**config.mk**
```make
export PLATFORM = sky130hd
export DESIGN_NAME = seq_divider16x8
export DESIGN_NICKNAME = d
export VERILOG_FILES = /design/src/rtl/seq_divider16x8.sv
export SDC_FILE = /design/constraint.sdc
export NUM_CORES = 1
export LEC_CHECK = 0
export BUFFER_PORTS_ARGS = -buffer_cell sky130_fd_sc_hd__buf_2
export CAP_MARGIN = 20
export CORE_MARGIN = 1
export CORE_UTILIZATION = 50
export CTS_CLUSTER_SIZE = 24
export DETAILED_ROUTE_END_ITERATION = 8
export PLACE_DENSITY = 0.7
export SLEW_MARGIN = 20
export SYNTH_ARGS = -nofsm -noshare
export SYNTH_HDL_FRONTEND = slang
export SYNTH_SLANG_ARGS = --single-unit
```
**constraint.sdc**
```tcl
create_clock -name clk -period 2.73 [get_ports clk]
set_input_delay 0.1365 -clock clk [delete_from_list [all_inputs] [get_ports clk]]
set_output_delay 0.1365 -clock clk [all_outputs]
set_load 0.02 [all_outputs]
```
**src/rtl/seq_divider16x8.sv**
```systemverilog
// rtl/seq_divider16x8.sv - sequential restoring divider, 16-bit dividend / 8-bit divisor
//
// Ports:
//   clk            rising-edge clock
//   rst            synchronous reset, active-high
//   EH, EL, ED     load enables: a -> dividend[15:8], dividend[7:0], divisor
//   a              shared operand input bus
//   start          division request, sampled only in IDLE
//   busy           high while iterating (CALC)
//   done           one-cycle pulse when q/r/dz update
//   dz             divide-by-zero flag for the last operation
//   q, r           quotient and remainder registers
//   outled         display mux of the operand registers
module seq_divider16x8 #(
    parameter int DW = 16,
    parameter int VW = 8
) (
    input  logic          clk,
    input  logic          rst,
    input  logic          EH,
    input  logic          EL,
    input  logic          ED,
    input  logic [VW-1:0] a,
    input  logic          start,
    output logic          busy,
    output logic          done,
    output logic          dz,
    output logic [DW-1:0] q,
    output logic [VW-1:0] r,
    output logic [VW-1:0] outled
);
    localparam int CW = $clog2(DW);

    typedef enum logic [1:0] {IDLE, CALC, DONE} state_t;

    state_t        state;
    logic [DW-1:0] dividend;
    logic [VW-1:0] divisor;
    logic [DW-1:0] w;        // dividend shifting out the top, quotient bits in the bottom
    logic [VW:0]   rem;      // partial remainder, one bit wider than the divisor
    logic [CW-1:0] cnt;

    logic [VW:0]   trial;
    logic          fits;
    logic [VW:0]   rem_next;
    logic [DW-1:0] w_next;

    // One restoring step: bring down the next dividend bit and try to subtract.
    always_comb begin
        trial    = {rem[VW-1:0], w[DW-1]};
        fits     = (trial >= {1'b0, divisor});
        rem_next = fits ? (trial - {1'b0, divisor}) : trial;
        w_next   = {w[DW-2:0], fits};
    end

    always_comb begin
        outled = '0;
        case ({EH, EL, ED})
            3'b100:  outled = dividend[DW-1:DW-VW];
            3'b010:  outled = dividend[VW-1:0];
            3'b001:  outled = divisor;
            default: outled = '0;
        endcase
    end

    always_ff @(posedge clk) begin
        if (rst) begin
            state    <= IDLE;
            dividend <= '0;
            divisor  <= '0;
            w        <= '0;
            rem      <= '0;
            cnt      <= '0;
            q        <= '0;
            r        <= '0;
            busy     <= 1'b0;
            done     <= 1'b0;
            dz       <= 1'b0;
        end else begin
            // Operands are frozen only while iterating.
            if (state != CALC) begin
                if (EH) dividend[DW-1:DW-VW] <= a;
                if (EL) dividend[VW-1:0]     <= a;
                if (ED) divisor              <= a;
            end

            case (state)
                IDLE: begin
                    done <= 1'b0;
                    if (start) begin
                        if (divisor == '0) begin
                            q     <= '1;
                            r     <= dividend[VW-1:0];
                            dz    <= 1'b1;
                            done  <= 1'b1;
                            state <= DONE;
                        end else begin
                            w     <= dividend;
                            rem   <= '0;
                            cnt   <= CW'(DW - 1);
                            busy  <= 1'b1;
                            state <= CALC;
                        end
                    end
                end
                CALC: begin
                    w   <= w_next;
                    rem <= rem_next;
                    if (cnt == '0) begin
                        q     <= w_next;
                        r     <= rem_next[VW-1:0];
                        dz    <= 1'b0;
                        busy  <= 1'b0;
                        done  <= 1'b1;
                        state <= DONE;
                    end else begin
                        cnt <= cnt - 1'b1;
                    end
                end
                DONE: begin
                    done  <= 1'b0;
                    busy  <= 1'b0;
                    state <= IDLE;
                end
                default: begin
                    done  <= 1'b0;
                    busy  <= 1'b0;
                    state <= IDLE;
                end
            endcase
        end
    end
endmodule

```
==> reports/results.tsv <==
stage	metric	value	unit
run_status	status	finished clean	
layout	utilization	59.0	%
yosys	synth_edf_count	0	
worst_setup_path	cp.required	2940	ps
power	seqPwrFrac	41.7	%
power	power_switching	1.44	mW
cts	cts_sinks	81	
timing	worstMarginPinSlew	850	ps
power	powerDensity	846	nW/um^2
yosys	synthDistinctLibCells	51	
floorplanning	fp.dieH	89.8	um
layout	design_area	4330	um^2
yosys	avgSynthCellArea	8.30	um^2
timing	finalHoldViolations	0	
cts	cts_hold_buf	0	
yosys	yosys.area.top_type_share	42.1	%
cts	insertion_delay	360	ps
layout	fin_nets	524	
cts	h-tree-depth	3	
yosys	synth-async-reset-ratio	0	%
power	peakVddDrop	0.367	mV
yosys	ys_ff_latch	81	
floorplanning	coreArea	7330	um^2
global_route	grt_remaining_overflow	0	
cts	clk_pin_slew	80	ps
timing	maxSlewHeadroom	43.2	%
placed_design	place_area	4140	um^2
hold_path	min-delay-start	a[3]	
floorplanning	row_count	31	
global_route	grt_max_degree	69	
cts	cts-root-buf	clkbuf_8	
layout	multi_input_area	2030	um^2
timing	slew_viol_final	0	
worst_setup_path	cp-end-kind	register	
floorplanning	die_area	8060	um^2
detailed_routing	num_vias	3536	
cts	cts.path.max_buffers	2	
detailed_routing	drc_errors	0	
layout	n_antenna_cell	0	
timing	fin_crit	2330	ps
layout	drive_gt1_share	20.2	%
power	power.internal	2.22	mW
power	p_leak	1.73	nW
power	p_clk_share	22.6	%
global_route	grt.total_usage	25.1	%
worst_setup_path	arrival	2550	ps
timing	tns	0	ps
worst_setup_path	crit_start	divisor[5]	
detailed_routing	drt-initial-drc-count	183	
floorplanning	initial_utilization	52.5	%
timing	fin_hold_ws	47.5	ps
global_route	antenna_found_initial	0	
layout	area_growth	12.3	%
cts	post_cts_buffers	0	
power	pwr-share-comb	35.6	%
floorplanning	io_pins	49	
worst_setup_path	r2r-start	divisor[5]	
cts	cts_resized	0	
yosys	synth_most_common_cell	dfxtp_1	
yosys	synth-main-ff-cell	dfxtp_1	
worst_setup_path	startpoint_type	register	
cts	cts_tree	yes	
yosys	synth_nets	488	
timing	min_period_over_period	85.5	%
yosys	synth_warnings	0	
yosys	synth.largest_area_cell	dfxtp_1	
worst_setup_path	path_max_fanout	10	
timing	setup_viol	0	
layout	nFillCells	697	
yosys	yosys-top-cells-area	dfxtp_1 (42%), nand2_1 (6.2%), nor2_1 (5.7%), a21oi_1 (5.6%), nand3_1 (3.5%)	
yosys	syn_area	3850	um^2
global_route	grt_pass1_wl	16100	um
detailed_routing	viasPerCell	5.85	
placed_design	gp_congestion	0.944	
detailed_routing	first_pass_iters	5	
floorplanning	die_w	89.8	um
timing	fmax	428	MHz
layout	regArea	1620	um^2
hold_path	min_path_type	in2reg	
timing	rsz0062_at_grt	no	
detailed_routing	avgRoutedWirePerCell	16.1	um
yosys	synth_cells	464	
timing	clock_skew	8.26	ps
global_route	grt_pass1_vias	3203	
yosys	ys_top_cells_by_count	dfxtp_1 (81), nand2_1 (64), nor2_1 (58)	
worst_setup_path	crit_type	reg2reg	
power	switching_share	39.3	%
detailed_routing	antenna_left	0	
yosys	seq_area_frac_synth	42.1	%
job	cap_violations	0	
placed_design	io_buffers	48	
cts	cts_buffers	9	
detailed_routing	finalWirelength	9740	um
placed_design	dp_hpwl	7120	um
-- metal layers --
metal	GRT usage, %	up-vias	routed length (um)
li1	-	1747	-
met4	9.70	0	194
met5	0	-	0
met1	35.3	1642	4660
met2	37.1	131	4240
met3	5.84	16	656
-- power by group through the flow --
stage / clock network, mW / registers [mW] / logic [mW]
2_1_floorplan: 0 / 1.63 / 0.879
4_1_cts: 0.838 / 1.53 / 1.30
3_5_place_dp: 0 / 1.55 / 1.29
3_3_place_gp: 0 / 1.55 / 1.27
5_1_grt: 0.895 / 1.55 / 1.44
6_report: 0.829 / 1.53 / 1.31
-- critical path, stage by stage (launching register included) --
cell      delay (ps)
dfxtp_1          390
inv_1             70
ha_1             380
nand3_1          140
o221ai_1         280
a21oi_2          490
mux2i_1          320
a311oi_2         120
-- logic make-up (layout without fill, tap and decap cells) --
family                   Yosys count  count (layout)  share of synthesized area, %
AND/OR/NAND/NOR                  188             188                          22.2
AO/OA/AOI/OAI                    132             132                          25.7
flip-flops                        81              81                          42.1
buffers and inverters             48              89                          5.36
adder cells (fa/ha/maj)           10              10                          3.44
XOR/XNOR                           3               3                         0.682
multiplexers                       2               2                         0.520
-- stage by stage --
step | setup slack [ps] | std cells | total power, mW
floorplan | 745 | 464 | 2.51
global placement | 540 | 588 | 2.82
detailed placement | 439 | 588 | 2.85
CTS | 427 | 604 | 3.66
global route | 276 | 604 | 3.89
finish | 395 | 604 | 3.66
-- path summary, 6_finish.rpt --
path	endpoint	slack, ps	cells after the start
worst max-delay path	r[2]	400	7
worst max register to register	r[2]	400	7
worst min-delay path	divisor[3]	50	3
worst min register to register	done	460	2
-- layout make-up --
type / count / share of cell area (%)
Sequential cell: 81 / 37.5
Tap cell: 99 / 2.86
Clock buffer: 10 / 3.18
Inverter: 16 / 1.39
Timing Repair Buffer: 57 / 7.11
Multi-Input combinational cell: 335 / 46.8
Clock inverter: 6 / 1.16
-- registers in the layout, indices dropped and copies added, names as in the netlist, 2 cells and up --
| name | flops |
|---|---|
| w | 16 |
| divisor | 8 |
| q | 16 |
| r | 8 |
| state | 2 |
| dividend | 16 |
| rem | 8 |
| cnt | 4 |
-- placed cells by master (no fill, tap or decap), types with 4 or more instances in the layout --
cell      Yosys  routed
dfxtp_1      81      81
a311oi_2      6       6
nand3_1      27      27
a22oi_1       8       8
a211oi_1      6       6
ha_1          9       9
a21o_1        4       4
o221a_2       7       7
nand2_1      64      64
a211o_1       4       4
o21ai_0      15      15
a21oi_1      43      43
nor2b_1       8       8
a311oi_1      9       9
buf_2         3      48
nor2_1       58      58
buf_4         2       9
clkbuf_8      0      10
inv_1        16      16
a211oi_2      8       8
nor4_1        7       7
Note: power is estimated with default switching activity, not from simulation.
